`config.mk`:
```
export PLATFORM = sky130hd
export DESIGN_NAME = tdm_demux16
export DESIGN_NICKNAME = d
export VERILOG_FILES = /design/src/rtl/tdm_demux16.sv
export SDC_FILE = /design/constraint.sdc
export NUM_CORES = 1
export LEC_CHECK = 0
export ABC_AREA = 0
export CORE_ASPECT_RATIO = 0.7
export CORE_UTILIZATION = 39
export DETAILED_ROUTE_END_ITERATION = 8
export GPL_TIMING_DRIVEN = 0
export PLACE_DENSITY = 0.63
export SETUP_SLACK_MARGIN = 0.2
export SLEW_MARGIN = 25
export SYNTH_ARGS = -nofsm -noshare
export SYNTH_HDL_FRONTEND = slang
export SYNTH_SLANG_ARGS = --single-unit
```
`constraint.sdc`:
```
create_clock -name clk -period 3.5 [get_ports clk]
set_input_delay 0.7 -clock clk [delete_from_list [all_inputs] [get_ports clk]]
set_output_delay 0.7 -clock clk [all_outputs]
set_load 0.02 [all_outputs]
```
`src/rtl/tdm_demux16.sv`:
```
// tdm_demux16: 16-slot TDM receive demux; build with TDM_DEMUX_PARITY_EN for a 17th even-parity slot and a parity_err output
module tdm_demux16 #(
  parameter int DW = 1,
  parameter int NCH = 16
) (
  input  logic              clk,
  input  logic              rst,
  input  logic [DW-1:0]     din,
  input  logic              din_valid,
  input  logic              sof,
  output logic [3:0]        ch_sel,
  output logic [NCH*DW-1:0] y,
  output logic              frame_valid,
  output logic              frame_err
`ifdef TDM_DEMUX_PARITY_EN
  ,
  output logic              parity_err
`endif
);
`ifdef TDM_DEMUX_PARITY_EN
  localparam int CW = 5;
  localparam logic [CW-1:0] LAST = CW'(NCH);
`else
  localparam int CW = 4;
  localparam logic [CW-1:0] LAST = CW'(NCH - 1);
`endif
  localparam logic [CW-1:0] ONE = CW'(1);
  typedef enum logic {HUNT, RUN} state_t;
  state_t state;
  logic [CW-1:0] cnt;
  logic [NCH-1:0][DW-1:0] work;
`ifdef TDM_DEMUX_PARITY_EN
  // Slot 16 is shown as 4'hF; the counter's top bit tells it apart from slot 15
  assign ch_sel = cnt[4] ? 4'hF : cnt[3:0];
`else
  assign ch_sel = cnt;
`endif
  // Framing FSM: hunt for sof, fill slots, publish y only on a complete frame
  always_ff @(posedge clk or posedge rst)
    if (rst) begin
      state       <= HUNT;
      cnt         <= '0;
      work        <= '0;
      y           <= '0;
      frame_valid <= 1'b0;
      frame_err   <= 1'b0;
`ifdef TDM_DEMUX_PARITY_EN
      parity_err  <= 1'b0;
`endif
    end else begin
      frame_valid <= 1'b0;
      frame_err   <= 1'b0;
`ifdef TDM_DEMUX_PARITY_EN
      parity_err  <= 1'b0;
`endif
      if (din_valid) begin
        if (state == HUNT) begin
          if (sof) begin
            work[0] <= din;
            cnt     <= ONE;
            state   <= RUN;
          end
        end else if (sof) begin
          frame_err <= cnt != '0;
          work[0]   <= din;
          cnt       <= ONE;
        end else if (cnt == '0) begin
          frame_err <= 1'b1;
          state     <= HUNT;
        end else if (cnt == LAST) begin
`ifdef TDM_DEMUX_PARITY_EN
          if ((^work) == din[0]) begin
            y           <= work;
            frame_valid <= 1'b1;
          end else
            parity_err  <= 1'b1;
`else
          y           <= {din, work[NCH-2:0]};
          frame_valid <= 1'b1;
`endif
          cnt <= '0;
        end else begin
          work[cnt[3:0]] <= din;
          cnt            <= cnt + ONE;
        end
      end
    end
endmodule
```
==> metrics.cfg, run 1 <==
[global_route]
groute.usage.overall = 0.160
grt_pass1_wl_um = 5390
antenna_found_initial = 0
grt_overflow_total = 0
grt_max_degree = 39
first_global_vias = 1122

[route]
drt_iter0_markers = 55
ant_nets = 0
dr.pass1.iters = 4
routed_wl_um = 3150
drcViolationCount = 0
via_count = 1068
wire_per_inst_um = 14.5
vias_per_cell = 4.92

[pwr]
p_sw_frac = 0.280
intPower_w = 0.000684
power_frac_comb = 0.175
p_total_w = 0.000950
p_per_area_nw_per_um2 = 454
clock_power_share = 0.292
switching_power_w = 0.000266
p_seq_frac = 0.533
leakagePower_nw = 0.970
irDropWorstVdd_uv = 188

[timing]
setup_viol = 0
fin_skew_ps = 5.11
setup_slack_ps = 1080
final.min_clock_period_ps = 2420
fin_setup_tns_ps = 0
slew_headroom = 0.487
grt_setup_unrepaired = no
fin_crit_sh = 0.692
slew_viol_final = 0
worstMarginPinSlew_ps = 768
timing.fmax_mhz = 413
hold_viol = 0

[clocking]
htreeDepth = 2
cts_inserted_buffers = 5
cts_resized = 0
cts_tree = built
path_clk_slew_ps = 70
cts_sinks = 38
cts-root-buf = clkbuf_8
holdBufCountCts = 0
worstSkewPairLatency_ps = 290
clk_path_buf_depth = 2
post-cts-setup-buffer-count = 0

[setup_path]
endpoint_kind = flip-flop
cp_slowest_cell = clkdlybuf4s50_1
cp.arrival_ps = 2590
cp_max_fo = 10
crit_chain = clkdlybuf4s50_1 -> inv_1 -> ha_1 -> nand2_1 -> nor3_4 -> buf_6 -> mux2_2
critPathRequiredTime_ps = 3670
max_stage_delay_ps = 550
cp-start-kind = primary input
worstSetupPathType = primary input to flip-flop

[logic_synthesis]
synthesis.nets = 142
yosys-top-cells-area = dfrtp_1, mux2_2, nand2_1
ys_seq_area_frac = 0.562
synth.most_common_cell = dfrtp_1
ys.flop_type = dfrtp_1
synth_cell_type_count = 28
synth_common_cells = dfrtp_1, mux2_2, nand2_1
synth_area_per_cell_um2 = 12.8
yosysTopAreaCell = dfrtp_1
yosysWarnings = 0
yosys_register_bits = 38
synth_edf_count = 0
synth_top_area_share = 0.562
synth_area_um2 = 1690
postSynthCellCount = 132
async_reset_ff_frac = 1.00

[finish]
drive_gt1_frac = 0.279
syn_to_final_growth_pct = 23.7
utilization = 0.518
diodes = 0
fin_nets = 175

[placed_design]
gp_congestion = 0.717
pre_cts_slack_ps = 776
hpwl_um = 2210
io_buffers = 26

[die]
initial_core_util = 0.419
core_area_um2 = 4040
dieHeight_um = 57.1
die_x_um = 80.7
fp.dieArea_um2 = 4610
rows = 19
ios = 27

[hold_path]
min_path_type = flip-flop to flip-flop

[outcome]
status = finished, final reports clean

[flow_run]
cap_violations = 0

-- metrics by stage --
stage	std cells	hold slack, ps	cell area [µm²]
2_1_floorplan	132	474	1690
3_3_place_gp	210	484	2020
3_5_place_dp	210	492	2020
4_1_cts	217	507	2090
5_1_grt	217	519	2090
6_report	217	509	2090
-- final cells by class --
cell class,instances,area (µm²)
plain buffers,4,25.0
clock buffers,7,76.3
fillers,375,1950
inverters,7,26.3
multi-input cells,83,689
flip-flops and latches,38,951
well taps,52,65.1
repair buffers,26,260
-- worst max-delay path: cells and delay by family --
family	cells	cell delay, ps
fa+ha+maj	1	150
buf+inv	3	890
mux	1	340
simple gates	2	490
-- flip-flops by register name, indices dropped and copies added (netlist names) --
signal       cells
state            1
work            15
y               16
frame_valid      1
frame_err        1
ch_sel           4
-- kinds of logic after synthesis --
family | after synthesis | share of synthesized area
AND/OR/NAND/NOR | 38 | 0.130
AO/OA/AOI/OAI | 9 | 0.0340
adder cells (fa/ha/maj) | 5 | 0.0370
multiplexers | 31 | 0.206
buffers and inverters | 11 | 0.0303
flip-flops | 38 | 0.562
-- per-layer routing --
layer  GRT usage  part of all wire
met2       0.232              0.43
met3      0.0560             0.053
met5           0                 0
met4      0.0740             0.016
met1       0.217              0.50
-- path summary, 6_finish.rpt --
path	slack [ps]	end	from	cells past startpoint
min	510	work[11]$_DFFE_PP0P_	work[11]$_DFFE_PP0P_	1
max	1080	y[2]$_DFFE_PP0P_	sof	7
min reg2reg	510	work[11]$_DFFE_PP0P_	work[11]$_DFFE_PP0P_	1
max reg2reg	1170	y[2]$_DFFE_PP0P_	ch_sel[0]$_DFFE_PP0P_	8
max in group asynchronous	2130	ch_sel[1]$_DFFE_PP0P_	rst	2
min in group asynchronous	880	frame_err$_DFF_PP0_	rst	2
-- power by group through the flow --
stage               registers (W)  clock network [W]  logic, W
finish                   0.000507           0.000278  0.000166
global route             0.000512           0.000311  0.000186
CTS                      0.000506           0.000285  0.000168
detailed placement       0.000514                  0  0.000168
global placement         0.000512                  0  0.000162
floorplan                0.000518                  0  0.000102
-- layout by cell type, fill, tap and decap left out --
master           count
o22ai_1              1
a32o_1               1
inv_1                6
nand3_1              1
nor4_4               1
nor4_2               1
or4b_1               1
nand2_2              1
o31ai_1              1
buf_2                2
nand2_1             22
nor2_1               1
nor3_2               2
nor3_4               1
or3_1                1
ha_1                 5
a21oi_1              3
dfrtp_1             38
nor3_1               2
inv_2                1
o211ai_1             1
o21ai_0              1
mux2_2              31
and3_1               1
nand2b_1             2
clkdlybuf4s50_1     26
a31oi_1              1
clkbuf_8             5
clkbuf_1             3
buf_6                1
nand3b_1             1
(Power assumes the default switching activity.)
==> run 2, diff against run 1 <==
Settings changed: PLACE_DENSITY 0.63 to 0.66.
Clock period 3.5 ns to 2 ns, I/O delays scaled along.
==> metrics.cfg, run 2 (synthesis gave the netlist of run 1 again) <==
[setup_path]
critPathRequiredTime_ps = 2160
cp_max_fo = 7
r2r_setup_slack_ps = 200
endpoint_kind = flip-flop
cp-start-kind = primary input
cp.arrival_ps = 1980
r2r-end = y[9]$_DFFE_PP0P_
worstRegToRegCells = 8
worstSetupPathType = primary input to flip-flop
reg2reg_from = ch_sel[0]$_DFFE_PP0P_

[global_route]
use_met3 = 0.0464
antenna_found_initial = 0
groute.usage.overall = 0.172
grt_pass1_wl_um = 5850
grtUsageMet1 = 0.240
grt_max_degree = 39
first_global_vias = 1175
met2_usage = 0.255
grt_overflow_total = 0
top_usage_layer = met2

[route]
vias_per_cell = 4.95
routed_wl_um = 3420
ant_nets = 0
dr.pass1.iters = 4
drt_iter0_markers = 53
via_count = 1129
wire_per_inst_um = 15.0
drcViolationCount = 0

[finish]
fill_cells = 339
final_common_cell = dfrtp_1
drive_gt1_frac = 0.386
largest_reg_flops = 16
multi_input_comb_area_um2 = 778
syn_to_final_growth_pct = 35.1
most-common-layout-cells = dfrtp_1, clkdlybuf4s50_1, nand2_1, mux2_4, mux2_2
layoutNonFillerInstCount = 228
ff_latch_area_um2 = 956
diodes = 0
fin_nets = 185
largest_register = y

[timing]
fin_skew_ps = 9.09
slew_headroom = 0.487
timing.fmax_mhz = 550
worstMarginPinSlew_ps = 769
final.min_clock_period_ps = 1820
finalHoldWorstSlack_ps = 512
setup_slack_ps = 182
slew_viol_final = 0
fin_crit_sh = 0.909
grt_setup_unrepaired = yes
setup_viol = 0
hold_viol = 0

[clocking]
cts_tree = built
worstSkewPairLatency_ps = 290
cts_inserted_buffers = 5
path_clk_slew_ps = 60
clk_path_buf_depth = 2
cts-root-buf = clkbuf_8
holdBufCountCts = 0
cts_sinks = 38
htreeDepth = 2

[die]
core_area_um2 = 4040
ios = 27
dieHeight_um = 57.1
die_x_um = 80.7
initial_core_util = 0.419
fp.dieArea_um2 = 4610
rows = 19

[placed_design]
gp_congestion = 0.781
hpwl_um = 2220
pre_cts_slack_ps = -365
dp_cells = 210
io_buffers = 26

[flow_run]
cap_violations = 0

[pwr]
leakagePower_nw = 1.06
p_total_w = 0.00179
p_per_area_nw_per_um2 = 783
irDropWorstVdd_uv = 513

[hold_path]
hold_depth = 1
min_to = y[13]$_DFFE_PP0P_
hold_start = y[13]$_DFFE_PP0P_
min_path_type = flip-flop to flip-flop

[outcome]
status = finished, final reports clean

## run 2: cell types whose count changed in the layout (fill, tap and decap cells not counted), sizes merged
cell,change
clkbuf,+1
dlymetal6s2s,+1
clkdlybuf4s50,-4
clkinv,+1
buf,+9
dlygate4sd2,+3
## run 2: cell type report
cell class | instances | share of cell area
plain buffers | 4 | 0.0120
clock inverters | 1 | 0.00219
flip-flops and latches | 38 | 0.418
well taps | 52 | 0.0285
repair buffers | 36 | 0.149
inverters | 7 | 0.0115
clock buffers | 7 | 0.0378
multi-input cells | 83 | 0.340
## run 2: how the worst max path moves through the flow
stage,startpoint,end
6_report,din_valid,y[9]$_DFFE_PP0P_
4_1_cts,ch_sel[0]$_DFFE_PP0P_,y[9]$_DFFE_PP0P_
5_1_grt,ch_sel[0]$_DFFE_PP0P_,y[9]$_DFFE_PP0P_
3_5_place_dp,sof,y[13]$_DFFE_PP0P_
2_1_floorplan,ch_sel[0]$_DFFE_PP0P_,y[15]$_DFFE_PP0P_
3_3_place_gp,sof,y[14]$_DFFE_PP0P_
## run 2: timing repair
item,in CTS,in global routing
setup buffers,7,2
pin swaps,4,4
resized for setup,19,9
cloned,1,0
setup endpoints to repair,27,26
## run 2: layer usage
layer,share of wire,wire (µm)
met5,0,0
met3,0.049,167
met4,0.013,44
met1,0.50,1700
met2,0.44,1520
## run 2: power breakdown
part	internal [W]	switching, W	leakage (nW)
Clock	0.000278	0.000258	0.0482
Sequential	0.000835	0.0000475	0.511
Combinational	0.000174	0.000198	0.496
## run 2: critical path: stages
cell and delay, ps:
clkdlybuf4s50_1 620, nand2_2 170, nor3_4 290, buf_6 190, mux2_4 310
## run 2: metrics by stage
stage | area (µm²) | TNS, ps | util
2_1_floorplan | 1710 | 0 | -
3_3_place_gp | 2040 | -5050 | 0.504
3_5_place_dp | 2040 | -6130 | 0.504
4_1_cts | 2240 | 0 | 0.554
5_1_grt | 2290 | 0 | 0.566
6_report | 2290 | 0 | 0.566
